File: src/rtl/pipe_skid_stage.sv
// pipe_skid_stage: two-entry skid buffer for one pipeline stage.
// A main register drives the output and a skid register catches the one beat
// that can arrive while the downstream stalls. in_ready comes from a register,
// so there is no combinational path from out_ready back to in_ready.
// Optional feature: define PIPE_SKID_PERF_EN to build the saturating
// stall/bubble performance counters. Without it, both counters are tied to zero.
//
//   state   | meaning
//   --------+--------------------------------------------
//   S_EMPTY | no beat held, output is a zero bubble
//   S_ONE   | one beat in main, shown on out_payload
//   S_FULL  | main plus skid held, upstream is held off
module pipe_skid_stage #(
  parameter int PAYLOAD_W = 70,
  parameter int CNT_W     = 16
) (
  input  logic                 clk,
  input  logic                 rst,
  input  logic                 flush,
  input  logic                 in_valid,
  output logic                 in_ready,
  input  logic [PAYLOAD_W-1:0] in_payload,
  output logic                 out_valid,
  input  logic                 out_ready,
  output logic [PAYLOAD_W-1:0] out_payload,
  output logic [CNT_W-1:0]     stall_cnt,
  output logic [CNT_W-1:0]     bubble_cnt
);

  typedef enum logic [1:0] {
    S_EMPTY = 2'd0,
    S_ONE   = 2'd1,
    S_FULL  = 2'd2
  } state_t;

  state_t                 state_q, state_d;
  logic [PAYLOAD_W-1:0]   main_q, main_d;
  logic [PAYLOAD_W-1:0]   skid_q, skid_d;
  logic                   in_ready_q, in_ready_d;
  logic                   out_valid_q, out_valid_d;
  logic                   accept, issue;

  assign accept = in_valid & in_ready_q;
  assign issue  = out_valid_q & out_ready;

  // Next state and payload moves; flush wins over any handshake this cycle.
  always_comb begin
    state_d = state_q;
    main_d  = main_q;
    skid_d  = skid_q;
    if (flush) begin
      state_d = S_EMPTY;
      main_d  = '0;
      skid_d  = '0;
    end else begin
      case (state_q)
        S_EMPTY: begin
          if (accept) begin
            state_d = S_ONE;
            main_d  = in_payload;
          end
        end
        S_ONE: begin
          if (accept && issue) begin
            main_d = in_payload;
          end else if (accept) begin
            state_d = S_FULL;
            skid_d  = in_payload;
          end else if (issue) begin
            state_d = S_EMPTY;
            main_d  = '0;
          end
        end
        S_FULL: begin
          // in_ready is low here, so the only move is draining main.
          if (issue) begin
            state_d = S_ONE;
            main_d  = skid_q;
            skid_d  = '0;
          end
        end
        default: begin
          state_d = S_EMPTY;
          main_d  = '0;
          skid_d  = '0;
        end
      endcase
    end
    in_ready_d  = (state_d != S_FULL);
    out_valid_d = (state_d != S_EMPTY);
  end

  // State, payload and handshake output registers.
  always_ff @(posedge clk) begin
    if (rst) begin
      state_q     <= S_EMPTY;
      main_q      <= '0;
      skid_q      <= '0;
      in_ready_q  <= 1'b1;
      out_valid_q <= 1'b0;
    end else begin
      state_q     <= state_d;
      main_q      <= main_d;
      skid_q      <= skid_d;
      in_ready_q  <= in_ready_d;
      out_valid_q <= out_valid_d;
    end
  end

  assign in_ready    = in_ready_q;
  assign out_valid   = out_valid_q;
  assign out_payload = main_q;

`ifdef PIPE_SKID_PERF_EN
  logic [CNT_W-1:0] stall_q, bubble_q;

  // Saturating counters; each cycle is classified by the state before the edge.
  always_ff @(posedge clk) begin
    if (rst) begin
      stall_q  <= '0;
      bubble_q <= '0;
    end else begin
      if (out_valid_q && !out_ready && (stall_q != '1))
        stall_q <= stall_q + CNT_W'(1);
      if (!out_valid_q && (bubble_q != '1))
        bubble_q <= bubble_q + CNT_W'(1);
    end
  end

  assign stall_cnt  = stall_q;
  assign bubble_cnt = bubble_q;
`else
  assign stall_cnt  = '0;
  assign bubble_cnt = '0;
`endif

endmodule

File: config.mk
export PLATFORM = sky130hd
export DESIGN_NAME = pipe_skid_stage
export DESIGN_NICKNAME = d
export VERILOG_FILES = /design/src/rtl/pipe_skid_stage.sv
export SDC_FILE = /design/constraint.sdc
export NUM_CORES = 1
export LEC_CHECK = 0
export BUFFER_PORTS_ARGS = -buffer_cell sky130_fd_sc_hd__buf_4
export CORE_UTILIZATION = 35
export DETAILED_ROUTE_END_ITERATION = 8
export SLEW_MARGIN = 20
export SYNTH_ARGS = -nofsm -noshare
export SYNTH_HDL_FRONTEND = slang
export SYNTH_SLANG_ARGS = --single-unit
File: constraint.sdc
create_clock -name clk -period 3.69 [get_ports clk]
set_clock_uncertainty 0.1 [all_clocks]
set_input_delay 0.369 -clock clk [delete_from_list [all_inputs] [get_ports clk]]
set_output_delay 0.369 -clock clk [all_outputs]
set_load 0.01 [all_outputs]
==> results of run 1 <==
-- placed cells by master (no fill, tap or decap), types with 2 or more instances in the layout --
master and instances:
a22oi_1 70, mux2i_1 71, bufinv_16 2, o22ai_1 70, clkinv_4 3, dfxtp_1 141, nand3_1 70, nand2_1 3
buf_12 5, o21ai_0 51, nand4b_1 70, buf_4 155, conb_1 32, a21oi_1 72, dfxtp_4 2, clkbuf_16 18
nor2_1 74, clkinv_2 5, and2_1 2, nor2_4 2, o21ai_1 19
-- cells by family (layout without fill, tap and decap cells) --
logic type | Yosys count | count (layout) | synth area share [%]
AOI/OAI and AO/OA | 288 | 288 | 23.5
and+or+nand+nor | 227 | 227 | 17.9
DFF | 144 | 144 | 39.1
buffers and inverters | 140 | 190 | 9.71
muxes | 71 | 71 | 9.64
other | 1 | 32 | 0.0509
xor gates and xnor gates | 1 | 1 | 0.119
-- final cells by class --
class	count	area, um2	share of cell area [%]
clock buffers	20	468	5.20
clock inverters	10	111	1.24
multi-input cells	619	3930	43.7
flip-flops and latches	144	2890	32.1
well taps	270	338	3.75
repair buffers	160	1260	14.0
-- sequential cells by signal, summed over array words and instances, names as in the netlist --
| name | count |
|---|---|
| in_ready | 1 |
| out_payload | 70 |
| out_valid | 1 |
| skid_q | 70 |
| state_q | 2 |
-- metrics by stage --
stage	instance area [um2]	hold slack [ns]	setup WS, ns	utilization, %
finish	9000	0.151	0.949	44.1
global route	9000	0.130	0.730	44.1
CTS	9000	0.133	0.947	44.1
detailed placement	8420	0.367	0.942	41.2
global placement	8420	0.358	0.973	41.2
floorplan	7490	0.349	2.10	-
-- per-layer routing --
layer	vias up	track usage (%)	wire length, um
met5	-	0	0
met4	0	4.74	169
met3	12	4.25	1160
met2	231	30.1	9950
met1	3274	28.2	10500
li1	3338	-	-
-- final timing paths --
| path | start | slack [ns] | to |
|---|---|---|---|
| max | state_q[1] | 0.95 | out_payload[21] |
| min | in_payload[22] | 0.15 | skid_q[22] |
| max reg2reg | state_q[1] | 0.95 | out_payload[21] |
| min reg2reg | skid_q[58] | 0.37 | skid_q[58] |
-- power groups by stage --
stage	Clock [mW]	Sequential, mW	Combinational, mW
floorplan	0	1.65	0.357
global placement	0	1.65	0.564
detailed placement	0	1.65	0.565
CTS	1.75	1.62	0.566
global route	1.82	1.62	0.614
finish	1.71	1.62	0.563
-- cell usage after synthesis --
cell / number / area [um2]
dfxtp_1: 144 / 2880
nor2_1: 74 / 278
a21oi_1: 73 / 365
mux2i_1: 71 / 711
a22oi_1: 70 / 526
nand3_1: 70 / 350
nand4b_1: 70 / 613
o22ai_1: 70 / 438
clkbuf_1: 66 / 248
o21ai_0: 51 / 255
buf_4: 41 / 308
buf_2: 28 / 140
o21ai_1: 19 / 95.1
buf_1: 4 / 15.0
nand2_1: 3 / 11.3
and2_1: 2 / 12.5
or2_2: 2 / 12.5
a21boi_0: 1 / 7.51
a21o_1: 1 / 7.51
clkbuf_2: 1 / 5.00
conb_1: 1 / 3.75
nand3b_1: 1 / 7.51
nor2_2: 1 / 6.26
nor2_4: 1 / 11.3
nor2b_1: 1 / 6.26
nor3_1: 1 / 5.00
o21ba_2: 1 / 10.0
o22ai_2: 1 / 12.5
o2bb2ai_2: 1 / 15.0
or3_1: 1 / 6.26
xnor2_1: 1 / 8.76
-- critical path, delay by kind of cell, from the launching register on --
kind / cells / cell delay, ns
AO/OA/AOI/OAI: 2 / 0.30
buffers and inverters: 1 / 0.88
flip-flops: 1 / 0.90
multiplexers: 1 / 0.28
AND/OR/NAND/NOR: 1 / 0.06
==> qor.txt, run 1 <==
Result of the run - finished, final reports clean
Number of resized instances in the post-cts repair step - 0
IO Pins - 179
Inserted Clock Buffers - 17
Transition at the pin with the smallest max-transition slack - 1.11 ns
Startpoint type of the worst setup path - register
Half-perimeter wire length of the detailed placement result - 12500 um
Remaining design rule violation count - 0
Total placed cells including tap cells - 1193
Cell breakdown of the critical path - buf_4, mux2i_1, o22ai_1, a22oi_1, nor2_1
Starting Density - 36.1%
WL per Instance - 17.8 um
# H-tree levels - 4
Number of global-route vias before repair - 6127
Unrepaired setup endpoints after global routing - false
Net switching component of the power - 1.04 mW
Power share of the clock group - 44.0%
Pleak - 3.08 nW
Seq pwr share - 41.6%
Synthesized instance count - 872
Sum of overflow across all layers after global routing - 0
Number of nets with antenna violations after routing - 0
Core box area - 0.0204 mm2
Highest net fanout along the worst path - 81
Kind of end point of the critical path - register
Fill cell total of the finished layout - 2024
Count of buffers added by post-CTS timing repair for setup - 0
Synth unique cells - 31
Setup violators final - 0
Comb power frac - 14.5%
Data arrival at the endpoint of the critical path - 2.91 ns
Hold Path Class - input pin to register
Number of warnings printed during yosys synthesis - 0
Power density normalized to cell area - 432 mW/mm2
Growth of design area from synthesis to finish - 22.1%
# Max-Cap Violations - 0
Maximum frequency from static timing analysis - 365 MHz
Die boundary width - 147 um
Latest clock arrival within the worst-skew pair - 0.42 ns
Clock transition at the registers of the reported paths - 0.06 ns
Max Root-Sink Buffers - 2
Slowest library cell on the worst path - dfxtp_4
Length in cells of the worst reg-to-reg path - 5
Vias per cell - 5.61
Switching share of power - 26.8%
Clock tree sinks - 144
Type of the setup path with the least slack - register to register
Global-route wire length before repair - 34200 um
Height of the chip - 147 um
Final number of hold-violating endpoints - 0
Setup TNS - 0 ns
PortBufs - 146
Mean post-synth cell area - 8.46 um2
Area of the die - 0.0217 mm2
Max-slew headroom - 25.9%
Final standard cell count with taps included and fillers excluded - 1223
Maximum number of pins on one net before global-route repair - 91
Inserted Diodes - 0
Cell internal power dissipation - 2.85 mW
Maximum ir drop on the vdd rail - 0.000295 V
Combined area of all synthesized cells - 0.00737 mm2
Row cnt - 52
Wirelength, routed - 21800 um
CTS tree - done
Count of pins over their slew limit - 0
Share of final-layout standard cells stronger than drive strength 1 - 21.0%
WHS Path Cells - 3
GRT Total Usage - 19.8%
Largest incremental delay on the critical path - 0.90 ns
Total power after layout - 3.89 mW
Critical path required time - 3.86 ns
Final cycle utilization of the critical path - 74.3%
Final worst path period need - 2.74 ns
Number of antenna violations at the first check in global routing - 0
Detailed Routing Iterations Pass 1 - 5
CTS Hold Bufs - 0
Number of nets in the layout - 1017
Flop and latch count out of synthesis - 144
First DRT Iteration DRCs - 689
Root buffer selected by CTS - clkbuf_16
Vias - 6855
GPL Wtd Cong - 0.684
Sequential area share after synthesis - 39.1%
No activity file was read; power rests on OpenSTA's default activity.
==> inputs of run 2 (changes only) <==
==> constraint.sdc (replaced) <==
create_clock -name clk -period 2.3 [get_ports clk]
set_clock_uncertainty 0.1 [all_clocks]
set_input_delay 0.23 -clock clk [delete_from_list [all_inputs] [get_ports clk]]
set_output_delay 0.23 -clock clk [all_outputs]
set_load 0.01 [all_outputs]
==> run 2 against run 1 <==
  * Critical path depth unchanged
  * Core utilization rose by 1.3 points
  * Sequential cell count unchanged
  * Critical endpoint is now out_payload[59]
==> qor.txt, run 2 (synthesized netlist as in run 1, its figures left out) <==
Wirelength, routed - 21800 um
Length of routed wiring on met1 - 10300 um
Max-slew headroom - 41.9%
Number of nets in the layout - 1055
# Max-Cap Violations - 0
Slowest library cell on the worst path - o22ai_4
Growth of design area from synthesis to finish - 25.7%
Transition at the pin with the smallest max-transition slack - 0.872 ns
Remaining design rule violation count - 0
Global-route wire length before repair - 35000 um
Number of nets with antenna violations after routing - 0
Unrepaired setup endpoints after global routing - false
Most common cell after layout, fill and taps aside - buf_4
# H-tree levels - 4
Setup slack after placement - 0.335 ns
Starting Density - 36.1%
Power density normalized to cell area - 655 mW/mm2
Routed length on met2 - 10100 um
Min setup slack post-route - 0.337 ns
Cell breakdown of the critical path - nand2_1, o22ai_4, buf_4, a22oi_1, nor2_1
Inserted Clock Buffers - 17
Maximum frequency from static timing analysis - 510 MHz
Area of the die - 0.0217 mm2
Count of buffers added by post-CTS timing repair for setup - 0
CTS Hold Bufs - 21
Inserted Diodes - 0
Startpoint type of the worst setup path - register
Number of global-route vias before repair - 6451
Final cycle utilization of the critical path - 85.3%
Number of resized instances in the post-cts repair step - 0
Fill cell total of the finished layout - 2038
Data arrival at the endpoint of the critical path - 2.22 ns
Result of the run - finished, final reports clean
Maximum number of pins on one net before global-route repair - 72
Final worst path period need - 1.96 ns
Most used cells in the layout excluding fill and tap cells - buf_4 (167), dfxtp_1 (141), nor2_1 (74)
Count of pins over their slew limit - 0
Row cnt - 52
GRT Total Usage - 20.3%
Setup violators final - 0
Number of antenna violations at the first check in global routing - 0
Final number of hold-violating endpoints - 0
Clock tree sinks - 144
Core box area - 0.0204 mm2
Vias per cell - 5.52
Pleak - 3.20 nW
Uppermost metal layer occupied by signal nets - met4
Height of the chip - 147 um
Highest net fanout along the worst path - 22
Total length of routed met3 wires - 1190 um
Detailed Routing Iterations Pass 1 - 5
Share of final-layout standard cells stronger than drive strength 1 - 20.8%
Hold Path Class - input pin to register
Half-perimeter wire length of the detailed placement result - 12500 um
Sum of overflow across all layers after global routing - 0
Root buffer selected by CTS - clkbuf_16
Kind of end point of the critical path - register
Type of the setup path with the least slack - register to register
Latest clock arrival within the worst-skew pair - 0.42 ns
Max Root-Sink Buffers - 2
Die boundary width - 147 um
Clock transition at the registers of the reported paths - 0.06 ns
GPL Wtd Cong - 0.720
WL per Instance - 17.3 um
First DRT Iteration DRCs - 546
IO Pins - 179
Vias - 6944
PortBufs - 146
Setup TNS - 0 ns
Critical path required time - 2.55 ns
Maximum ir drop on the vdd rail - 0.000478 V
Largest incremental delay on the critical path - 0.51 ns
CTS tree - done
-- run 2: changes by cell type in the layout (fill, tap and decap cells not counted), sizes merged --
| cell | previous run | this run |
|---|---|---|
| dlygate4sd3 | 0 | 28 |
| bufinv | 2 | 1 |
| clkinv | 8 | 5 |
| buf | 160 | 170 |
| clkbuf | 20 | 21 |
| clkinvlp | 0 | 1 |
-- run 2: through the flow --
step           cell area (um2)  hold slack [ns]  util [%]  power, mW  cells
5_1_grt                   9270        0.0000762      45.4       6.36   1259
3_5_place_dp              8470            0.364      41.5       3.55   1203
6_report                  9270           0.0129      45.4       6.07   1259
3_3_place_gp              8470            0.356      41.5       3.55   1203
4_1_cts                   9200       0.00000849      45.0       6.12   1252
2_1_floorplan             7490            0.298         -       3.22    903
-- run 2: final timing paths --
path	start	endpoint	slack (ns)	cells past startpoint
max	out_valid	out_payload[59]	0.34	5
max reg2reg	out_valid	out_payload[59]	0.34	5
min	in_payload[6]	skid_q[6]	0.01	3
min reg2reg	skid_q[37]	skid_q[37]	0.37	2
-- run 2: layout make-up --
cell class / count / area [um2] / area share [%]
multi-input combinational: 619 / 3930 / 42.4
clock inverter: 7 / 66.3 / 0.715
timing repair buffer: 198 / 1590 / 17.2
sequential: 144 / 2890 / 31.2
clock buffer: 21 / 450 / 4.86
tap: 270 / 338 / 3.64
-- run 2: worst max-delay path, delay by kind of cell (launching register included) --
| family | cells | cell delay [ns] |
|---|---|---|
| AND/OR/NAND/NOR | 2 | 0.30 |
| AO/OA/AOI/OAI | 2 | 0.61 |
| flip-flops | 1 | 0.49 |
| buffers and inverters | 1 | 0.38 |
-- run 2: where the power goes --
group	switching [mW]	internal [mW]	total, mW	leakage (nW)
Combinational	0.574	0.379	0.952	1.78
Sequential	0.0361	2.55	2.58	1.17
Clock	1.05	1.48	2.54	0.254
-- run 2: per-layer routing --
metal  vias up  track usage, %
met3        15            5.40
met4         0            5.21
li1       3401               -
met1      3320            27.1
met5         -               0
met2       208            32.2
==> inputs of run 3 (changes only) <==
--- a/config.mk
+++ b/config.mk
@@ -5,9 +5,10 @@
 export SDC_FILE = /design/constraint.sdc
 export NUM_CORES = 1
 export LEC_CHECK = 0
-export BUFFER_PORTS_ARGS = -buffer_cell sky130_fd_sc_hd__buf_4
 export CORE_UTILIZATION = 35
 export DETAILED_ROUTE_END_ITERATION = 8
+export DONT_BUFFER_PORTS = 1
+export PLACE_DENSITY_LB_ADDON = 0.08
 export SLEW_MARGIN = 20
 export SYNTH_ARGS = -nofsm -noshare
 export SYNTH_HDL_FRONTEND = slang
==> run 3 against run 2 <==
  * Via count decreased by 1.2%
  * Clock power rose by 17%
  * Core utilization is 2.7 points lower
  * Cell count down 8.3%
==> qor.txt, run 3 (synthesized netlist as in run 1, its figures left out) <==
Maximum number of pins on one net before global-route repair - 95
# Max-Cap Violations - 0
Data arrival at the endpoint of the critical path - 2.31 ns
Die boundary width - 147 um
Max-slew headroom - 37.7%
Combined area of the multi-input logic cells - 0.00393 mm2
Maximum ir drop on the vdd rail - 0.000539 V
PortBufs - 0
Most used cells in the layout excluding fill and tap cells - dfxtp_1 (141), nor2_1 (74), a21oi_1 (72)
Latest clock arrival within the worst-skew pair - 0.42 ns
GPL Wtd Cong - 0.737
Type of the setup path with the least slack - register to register
Hold Path Class - input pin to register
Setup TNS - 0 ns
Pleak - 2.68 nW
Most common cell after layout, fill and taps aside - dfxtp_1
Worst Hold Margin - 0.0570 ns
Wirelength, routed - 24000 um
First DRT Iteration DRCs - 596
Core box area - 0.0204 mm2
Sum of overflow across all layers after global routing - 0
GRT Total Usage - 22.1%
Count of pins over their slew limit - 0
# H-tree levels - 4
Layer carrying the most global-route usage - met2
Cell internal power dissipation - 4.73 mW
Critical path required time - 2.56 ns
Final number of hold-violating endpoints - 0
CTS tree - done
Count of buffers added by post-CTS timing repair for setup - 0
Starting Density - 36.1%
Vias - 6863
Root buffer selected by CTS - clkbuf_16
Maximum frequency from static timing analysis - 488 MHz
Number of nets in the layout - 947
Half-perimeter wire length of the detailed placement result - 12600 um
Share of final-layout standard cells stronger than drive strength 1 - 6.89%
Kind of end point of the critical path - register
Final worst path period need - 2.05 ns
Max Root-Sink Buffers - 2
Number of nets with antenna violations after routing - 0
Sequential cell area - 0.00289 mm2
Final cycle utilization of the critical path - 89.1%
Met2 usage in global routing - 34.9%
Net switching component of the power - 1.64 mW
Remaining design rule violation count - 0
Inserted Clock Buffers - 17
Met3 global-route usage - 6.15%
Power share of the clock group - 46.5%
Setup slack after placement - 0.249 ns
Area of the die - 0.0217 mm2
Startpoint type of the worst setup path - register
Detailed Routing Iterations Pass 1 - 4
Switching share of power - 25.7%
Comb power frac - 12.5%
Result of the run - finished, final reports clean
IO Pins - 179
Number of global-route vias before repair - 6659
Height of the chip - 147 um
Setup violators final - 0
Number of antenna violations at the first check in global routing - 0
Min setup slack post-route - 0.250 ns
Transition at the pin with the smallest max-transition slack - 0.932 ns
Growth of design area from synthesis to finish - 18.3%
Inserted Diodes - 0
Clock transition at the registers of the reported paths - 0.06 ns
Power density normalized to cell area - 731 mW/mm2
Unrepaired setup endpoints after global routing - false
Seq pwr share - 40.9%
Fill cell total of the finished layout - 2026
Row cnt - 52
Global-route wire length before repair - 38000 um
Highest net fanout along the worst path - 73
WL per Instance - 20.8 um
Met1 capacity usage during global routing - 28.7%
Clock tree sinks - 144
Vias per cell - 5.94
run 3: cell types whose count changed in the layout (fill, tap and decap cells not counted), sizes merged:
| cell | previous run | this run |
|---|---|---|
| buf | 170 | 20 |
| bufinv | 1 | 3 |
| clkbuf | 21 | 24 |
| clkinv | 5 | 3 |
| clkinvlp | 1 | 2 |
| dlygate4sd3 | 28 | 70 |
run 3: per-layer routing:
metal  wire, um  vias up
met5          0        -
met4        371        0
met3       1840       27
met2      11100      260
met1      10700     3377
li1           -     3199
run 3: final cells by class:
| type | count | share of cell area, % |
|---|---|---|
| multi-input cells | 619 | 45.1 |
| flip-flops and latches | 144 | 33.2 |
| repair buffers | 90 | 10.6 |
| clock buffers | 24 | 5.88 |
| well taps | 270 | 3.87 |
| clock inverters | 8 | 1.42 |
run 3: repair_timing:
item | in CTS | in global routing
endpoints found under the hold margin | 70 | 0
gates resized for setup | 0 | 0
hold buffers | 70 | 0
run 3: per-stage QoR:
stage	util, %	cells	cell area [um2]	total power [mW]
after global placement	36.1	1053	7380	3.34
final	42.7	1155	8720	6.38
after global routing	42.7	1155	8720	6.63
after floorplan	-	903	7490	3.22
after detailed placement	36.1	1053	7380	3.35
after CTS	42.7	1155	8720	6.45
run 3: worst paths after layout:
check	start	end	slack, ns	cells after the start
min reg2reg	skid_q[8]	skid_q[8]	0.37	2
max reg2reg	out_valid	out_payload[21]	0.25	6
max	out_valid	out_payload[21]	0.25	6
min	out_ready	out_payload[30]	0.06	4
run 3: power groups by stage:
stage               logic [mW]  registers [mW]  clock network [mW]
floorplan                0.573            2.65                   0
global placement         0.676            2.66                   0
detailed placement       0.685            2.66                   0
CTS                      0.794            2.61                3.05
global route             0.868            2.61                3.15
finish                   0.799            2.61                2.97
run 3: critical path: stages (launching register included):
cell	delay [ns]
dfxtp_2	0.34
buf_12	0.34
nand2_1	0.23
o22ai_4	0.17
buf_4	0.47
a22oi_1	0.18
nor2_1	0.12
